==> src/rtl/x83_seq_ctrl.sv <==
// rtl/x83_seq_ctrl.sv - sequential x*83 multiplier with one shared adder (X83_FULL_PROD_EN widens output)
module x83_seq_ctrl #(
    parameter int WIDTH = 8,
`ifdef X83_FULL_PROD_EN
    localparam int OW = WIDTH + 7
`else
    localparam int OW = WIDTH
`endif
) (
    input  logic             clk,
    input  logic             rst_n,
    input  logic             in_valid,
    output logic             in_ready,
    input  logic [WIDTH-1:0] data_in,
    output logic             out_valid,
    input  logic             out_ready,
    output logic [OW-1:0]    data_out,
    output logic             busy
);

    localparam logic [1:0] IDLE = 2'd0;
    localparam logic [1:0] ACC  = 2'd1;
    localparam logic [1:0] DONE = 2'd2;

    logic [1:0]       state;
    logic [1:0]       step;
    logic [WIDTH-1:0] x_reg;
    logic [OW-1:0]    acc;
    logic [OW-1:0]    x_ext;
    logic [OW-1:0]    addend;
    logic [OW-1:0]    sum;

    assign x_ext = OW'(x_reg);

    // Pick the shifted term for the current step; 83 = 1 + 2 + 16 + 64
    always_comb begin
        addend = '0;
        case (step)
            2'd1:    addend = x_ext << 1;
            2'd2:    addend = x_ext << 4;
            2'd3:    addend = x_ext << 6;
            default: addend = '0;
        endcase
    end

    // The single shared adder, wrapping modulo 2^OW
    assign sum = acc + addend;

    assign in_ready  = (state == IDLE);
    assign out_valid = (state == DONE);
    assign busy      = (state != IDLE);
    assign data_out  = acc;

    // Sequencer: accept operand, add three shifted terms, hold result until consumed
    always_ff @(posedge clk or negedge rst_n) begin
        if (!rst_n) begin
            state <= IDLE;
            step  <= 2'd0;
            x_reg <= '0;
            acc   <= '0;
        end else begin
            case (state)
                IDLE: begin
                    if (in_valid) begin
                        x_reg <= data_in;
                        acc   <= OW'(data_in);
                        step  <= 2'd1;
                        state <= ACC;
                    end
                end
                ACC: begin
                    acc  <= sum;
                    step <= step + 2'd1;
                    if (step == 2'd3) begin
                        state <= DONE;
                    end
                end
                DONE: begin
                    if (out_ready) begin
                        state <= IDLE;
                    end
                end
                default: begin
                    state <= IDLE;
                end
            endcase
        end
    end

endmodule

==> config.mk <==
export PLATFORM = sky130hd
export DESIGN_NAME = x83_seq_ctrl
export DESIGN_NICKNAME = d
export VERILOG_FILES = /design/src/rtl/x83_seq_ctrl.sv
export SDC_FILE = /design/constraint.sdc
export NUM_CORES = 1
export LEC_CHECK = 0
export CELL_PAD_IN_SITES_DETAIL_PLACEMENT = 1
export CELL_PAD_IN_SITES_GLOBAL_PLACEMENT = 2
export CORE_MARGIN = 2
export CORE_UTILIZATION = 33
export DETAILED_ROUTE_END_ITERATION = 12
export PLACE_DENSITY_LB_ADDON = 0.15
export SLEW_MARGIN = 40
export SYNTH_ARGS = -nofsm -noshare
export SYNTH_HDL_FRONTEND = slang
export SYNTH_SLANG_ARGS = --single-unit
export TNS_END_PERCENT = 30
==> constraint.sdc <==
create_clock -name clk -period 4.5 [get_ports clk]
set_input_delay 0.45 -clock clk [delete_from_list [all_inputs] [get_ports clk]]
set_output_delay 0.45 -clock clk [all_outputs]
set_load 0.01 [all_outputs]
== Word level (Yosys, flattened, before mapping) ==
Index checks and enable logic that the tools add are counted.
W data, S select, Z words.

* Register bits: 19
* Bits of input ports: 12
* Output and inout port bits: 11

* $add $sub $neg: 2
* Equality and inequality tests: 8
* Muxes and demuxes: 8
* Reduce and logical (&&, ||, !) cells: 6

{| class="wikitable"
|+ Operator list
! kind !! count
|-
| $pmux W8 S3 || 1
|-
| $pmux W8 S2 || 1
|-
| $add A8 B8 Y8 || 1
|-
| $mux W8 || 1
|-
| $eq A2 B2 Y1 const B || 3
|-
| $mux W2 || 3
|-
| $pmux W2 S3 || 1
|-
| $eq A2 B1 Y1 const B || 2
|-
| $ne A2 B2 Y1 const B || 2
|-
| $pmux W2 S2 || 1
|-
| $reduce_and A2 Y1 || 2
|-
| $reduce_bool A2 Y1 || 2
|-
| $reduce_and A3 Y1 || 1
|-
| $add A2 B1 Y2 const B || 1
|-
| $logic_not A2 Y1 || 1
|-
| $ne A2 B1 Y1 const B || 1
|}

== Logic depth before layout (Yosys ltp) ==
* Depth in word-level cells: 4
* Depth in mapped cells: 9

== Worst setup path after synthesis ==
Ideal clock, no wire load.

* Path kind: register to register
* From: reg step[0]
* To: reg acc[7] (netlist: data_out[7])
* Arrival: 2142 ps
* Data required time: 4370 ps
* Path slack: 2228 ps
* Stages on the path, launching flop included: 9
* Buffers on the path: 0
* Clock period less this slack: 2272 ps
* Cell sequence: dfrtp_1 > ha_1 > and2_1 > ha_1 > fa_1 > a21o_1 > a2111oi_4 > and3_1 > o31ai_2

* Word-level cells in the longest chain between the ends: 4

{| class="wikitable"
|+ RTL lines
! what !! line !! RTL
|-
| start, declared || 26 || <nowiki>logic [1:0] step;</nowiki>
|-
| start signal, assigned || 73 || <nowiki>step <= step + 2'd1;</nowiki>
|-
| $eq A2 B2 Y1 or $eq A2 B1 Y1 (tied branches) || 38 || <nowiki>case (step)</nowiki>
|-
| $pmux W8 S3 (*) || 38 ||
|-
| $add A8 B8 Y8 (*) || 47 || <nowiki>assign sum = acc + addend;</nowiki>
|-
| $pmux W8 S2 (*) || 62 || <nowiki>case (state)</nowiki>
|-
| end signal, assigned || 66 || <nowiki>acc <= OW'(data_in);</nowiki>
|-
| end signal, assigned || 72 || <nowiki>acc <= sum;</nowiki>
|-
| end, declared || 28 || <nowiki>logic [OW-1:0] acc;</nowiki>
|}

Mark *: on every way between the ends. The rest lies on a longest branch, timed or not.
A chain may end at the register's enable or synchronous reset.

== Final worst setup path ==
* From: reg step[1]
* To: reg acc[7] (netlist: data_out[7])

The elaborated chain is that of the path after synthesis.

==> impl_metrics.tcl <==
set metrics [dict create \
    yosys_register_bits 19 \
    rsz0062_at_grt "no" \
    yosysTopAreaCell "dfrtp_1" \
    vdd_drop_max_mv 0.2760 \
    tns_ns 0 \
    synthSimpleGateAreaFrac_pct 22.37 \
    synth_top_area_share_pct 41.26 \
    die_w_um 63.10 \
    required_ns 4.72 \
    hpwl_um 2280 \
    report.final.slew_viol_count 0 \
    routed_via_density 5.026 \
    worstSetupEndpointType "register" \
    io_pins 23 \
    cts_max_path_buffers 2 \
    grt_usage_pct 16.52 \
    nets 170 \
    p_per_area_nw_per_um2 795.8 \
    chipHeight_um 63.10 \
    synth_seq_area_share_pct 41.26 \
    layout-drive-gt1-share_pct 6.849 \
    avgRoutedWirePerCell_um 15.28 \
    grt_overflow_total 0 \
    cts_buffers 3 \
    io_buffer_count 22 \
    hold_viol 0 \
    grt_pass1_vias 999 \
    vias 965 \
    status "completed" \
    max_cap_violations 0 \
    placementRows 21 \
    internal_power_uw 629.7 \
    tightestPinTransition_ns 0.6661 \
    synth-compound-area-share_pct 17.81 \
    critPathLaunchType "register" \
    worstRegToRegCells 9 \
    finalSetupViolations 0 \
    htree_levels 1 \
    antennaDiodeCount 0 \
    worstSkewPairLatency_ns 0.32 \
    worstPathArrival_ns 2.75 \
    path_max_fanout 7 \
    path_clk_slew_ns 0.12 \
    syn-instance-count 121 \
    worstHoldPathType "primary input to asynchronous set/reset pin" \
    gp_congestion 0.8033 \
    clock_power_share_pct 8.1 \
    finalClockSkew_ns 0.01111 \
    synth_xor_area_share_pct 2.280 \
    synth_top_family_by_area "simple AND/OR/NAND/NOR gates" \
    antenna_found_initial 0 \
    fmax_ghz 0.3948 \
    avgSynthCellArea_um2 9.524 \
    postCtsHoldBufs 0 \
    drc 0 \
    synth_fp_nets 144 \
    seqPwrFrac_pct 30.1 \
    clkSinkCount 19 \
    grt_max_degree 20 \
    cts_resized 0 \
    grt_pass1_wl_um 5071 \
    switchingPower_uw 521.3 \
    synth_warnings 0 \
    cts_tree "yes" \
    layout_min_cycle_time_ns 2.533 \
    wirelength_um 2933 \
    synthAdderAreaFrac_pct 12.60 \
    die_area_um2 3981 \
    muxShareOfSynthArea_pct 0.9772 \
    synth.area.top_cells "dfrtp_1 41%, nand2_1 11%, ha_1 11%, a22oi_1 3.3%, a2111oi_4 2.4%" \
    area_delta_synth_final_pct 25.52 \
    initial_core_util_pct 34.53 \
    clockRootBuffer "clkbuf_4" \
    worst-setup-path-type "register to register" \
    leakagePower_nw 0.6715 \
    p_total_mw 1.151 \
    period_share_pct 56.29 \
    swShare_pct 45.29 \
    syn_area_um2 1152 \
    hold_ws_ns 0.05918 \
    detail_route.iter0.violations 62 \
    relSlewSlack_pct 55.55 \
    coreArea_um2 3337 \
    post-cts-setup-buffers 0 \
    antenna_left 0 \
    drt_pass1_iterations 6 \
    synth.distinct_cells 32 \
    comb_power_share_pct 61.8 \
]
-- state kept, by name, indices dropped and copies added, names as in the netlist --
name and count:
data_out 8, state 2, x_ext 7, step 2
-- cell type report --
class / count / area, µm²
inverter: 5 / 18.77
multi-input combinational: 95 / 645.6
timing repair buffer: 23 / 222.7
clock buffer: 4 / 26.28
tap: 46 / 57.56
sequential: 19 / 475.5
fill: 403 / 1891
-- worst paths after layout --
kind / startpoint / end / slack, ns
max in group asynchronous: rst_n / x_ext[3]$_DFFE_PN0P_ / 4.13
max reg2reg: step[1]$_DFFE_PN0P_ / data_out[7]$_DFFE_PN0P_ / 1.97
max: step[1]$_DFFE_PN0P_ / data_out[7]$_DFFE_PN0P_ / 1.97
min reg2reg: x_ext[6]$_DFFE_PN0P_ / x_ext[6]$_DFFE_PN0P_ / 0.51
min: rst_n / x_ext[1]$_DFFE_PN0P_ / 0.06
min in group clk: x_ext[6]$_DFFE_PN0P_ / x_ext[6]$_DFFE_PN0P_ / 0.51
-- stage by stage --
stage               instances  utilization (%)  setup WS (ns)  area, µm²
detailed placement        188            42.56          2.026       1420
global placement          188            42.71          2.138       1425
floorplan                 121                -          2.228       1152
global route              192            43.34          1.820       1446
CTS                       192            43.34          1.962       1446
finish                    192            43.34          1.967       1446
-- per-layer routing --
layer  part of all wire [%]  vias to the layer above  wire (µm)  track usage [%]
li1                       -                      478          -                -
met4                    1.7                        0         51            5.833
met3                    3.1                        5         91            2.500
met1                     49                      464       1440            23.33
met5                      0                        -          0                0
met2                     46                       18       1350            25.66
-- worst max-delay path, stage by stage, from the launching register on --
cell       delay [ns]
dfrtp_1          0.41
inv_1            0.09
ha_1             0.26
and2_1           0.19
ha_1             0.21
fa_1             0.42
a21o_1           0.21
a2111oi_4        0.31
a21oi_1          0.09
o31ai_2          0.24
-- cells in the final DEF, fill, tap and decap left out, types with 3 or more instances in the layout --
| cell | netlist | final |
|---|---|---|
| clkdlybuf4s50_1 | 0 | 21 |
| nor2_1 | 5 | 5 |
| dfrtp_1 | 19 | 19 |
| o211ai_1 | 3 | 3 |
| and2_1 | 4 | 4 |
| nand2_1 | 34 | 34 |
| o21ai_0 | 4 | 4 |
| inv_1 | 5 | 5 |
| clkbuf_4 | 0 | 3 |
| ha_1 | 10 | 10 |
| a22oi_1 | 5 | 5 |
| a21oi_1 | 5 | 5 |
-- logic make-up (layout without fill, tap and decap cells) --
| family | after synthesis | after routing |
|---|---|---|
| AND/OR/NAND/NOR | 54 | 54 |
| XOR/XNOR | 3 | 3 |
| buffers and inverters | 7 | 32 |
| multiplexers | 1 | 1 |
| flip-flops | 19 | 19 |
| AO/OA/AOI/OAI | 26 | 26 |
| adder cells (fa/ha/maj) | 11 | 11 |
-- Yosys cell counts, drive strengths merged --
| cell | count |
|---|---|
| a2111oi | 2 |
| a21o | 1 |
| a21oi | 5 |
| a222oi | 2 |
| a22o | 1 |
| a22oi | 5 |
| and2 | 4 |
| and3 | 3 |
| and4 | 1 |
| buf | 2 |
| dfrtp | 19 |
| fa | 1 |
| ha | 10 |
| inv | 5 |
| mux2 | 1 |
| nand2 | 34 |
| nand2b | 1 |
| nor2 | 5 |
| nor2b | 2 |
| nor3 | 2 |
| nor3b | 1 |
| o211ai | 3 |
| o21ai | 4 |
| o21bai | 1 |
| o31ai | 2 |
| or3 | 1 |
| xnor2 | 2 |
| xor2 | 1 |
-- power by group through the flow --
| stage | Sequential, mW | Combinational (mW) | Clock (mW) |
|---|---|---|---|
| floorplan | 0.343 | 0.462 | 0 |
| finish | 0.347 | 0.711 | 0.0931 |
| CTS | 0.350 | 0.716 | 0.0927 |
| global placement | 0.347 | 0.693 | 0 |
| detailed placement | 0.354 | 0.709 | 0 |
| global route | 0.360 | 0.799 | 0.104 |
(Power assumes the default switching activity.)
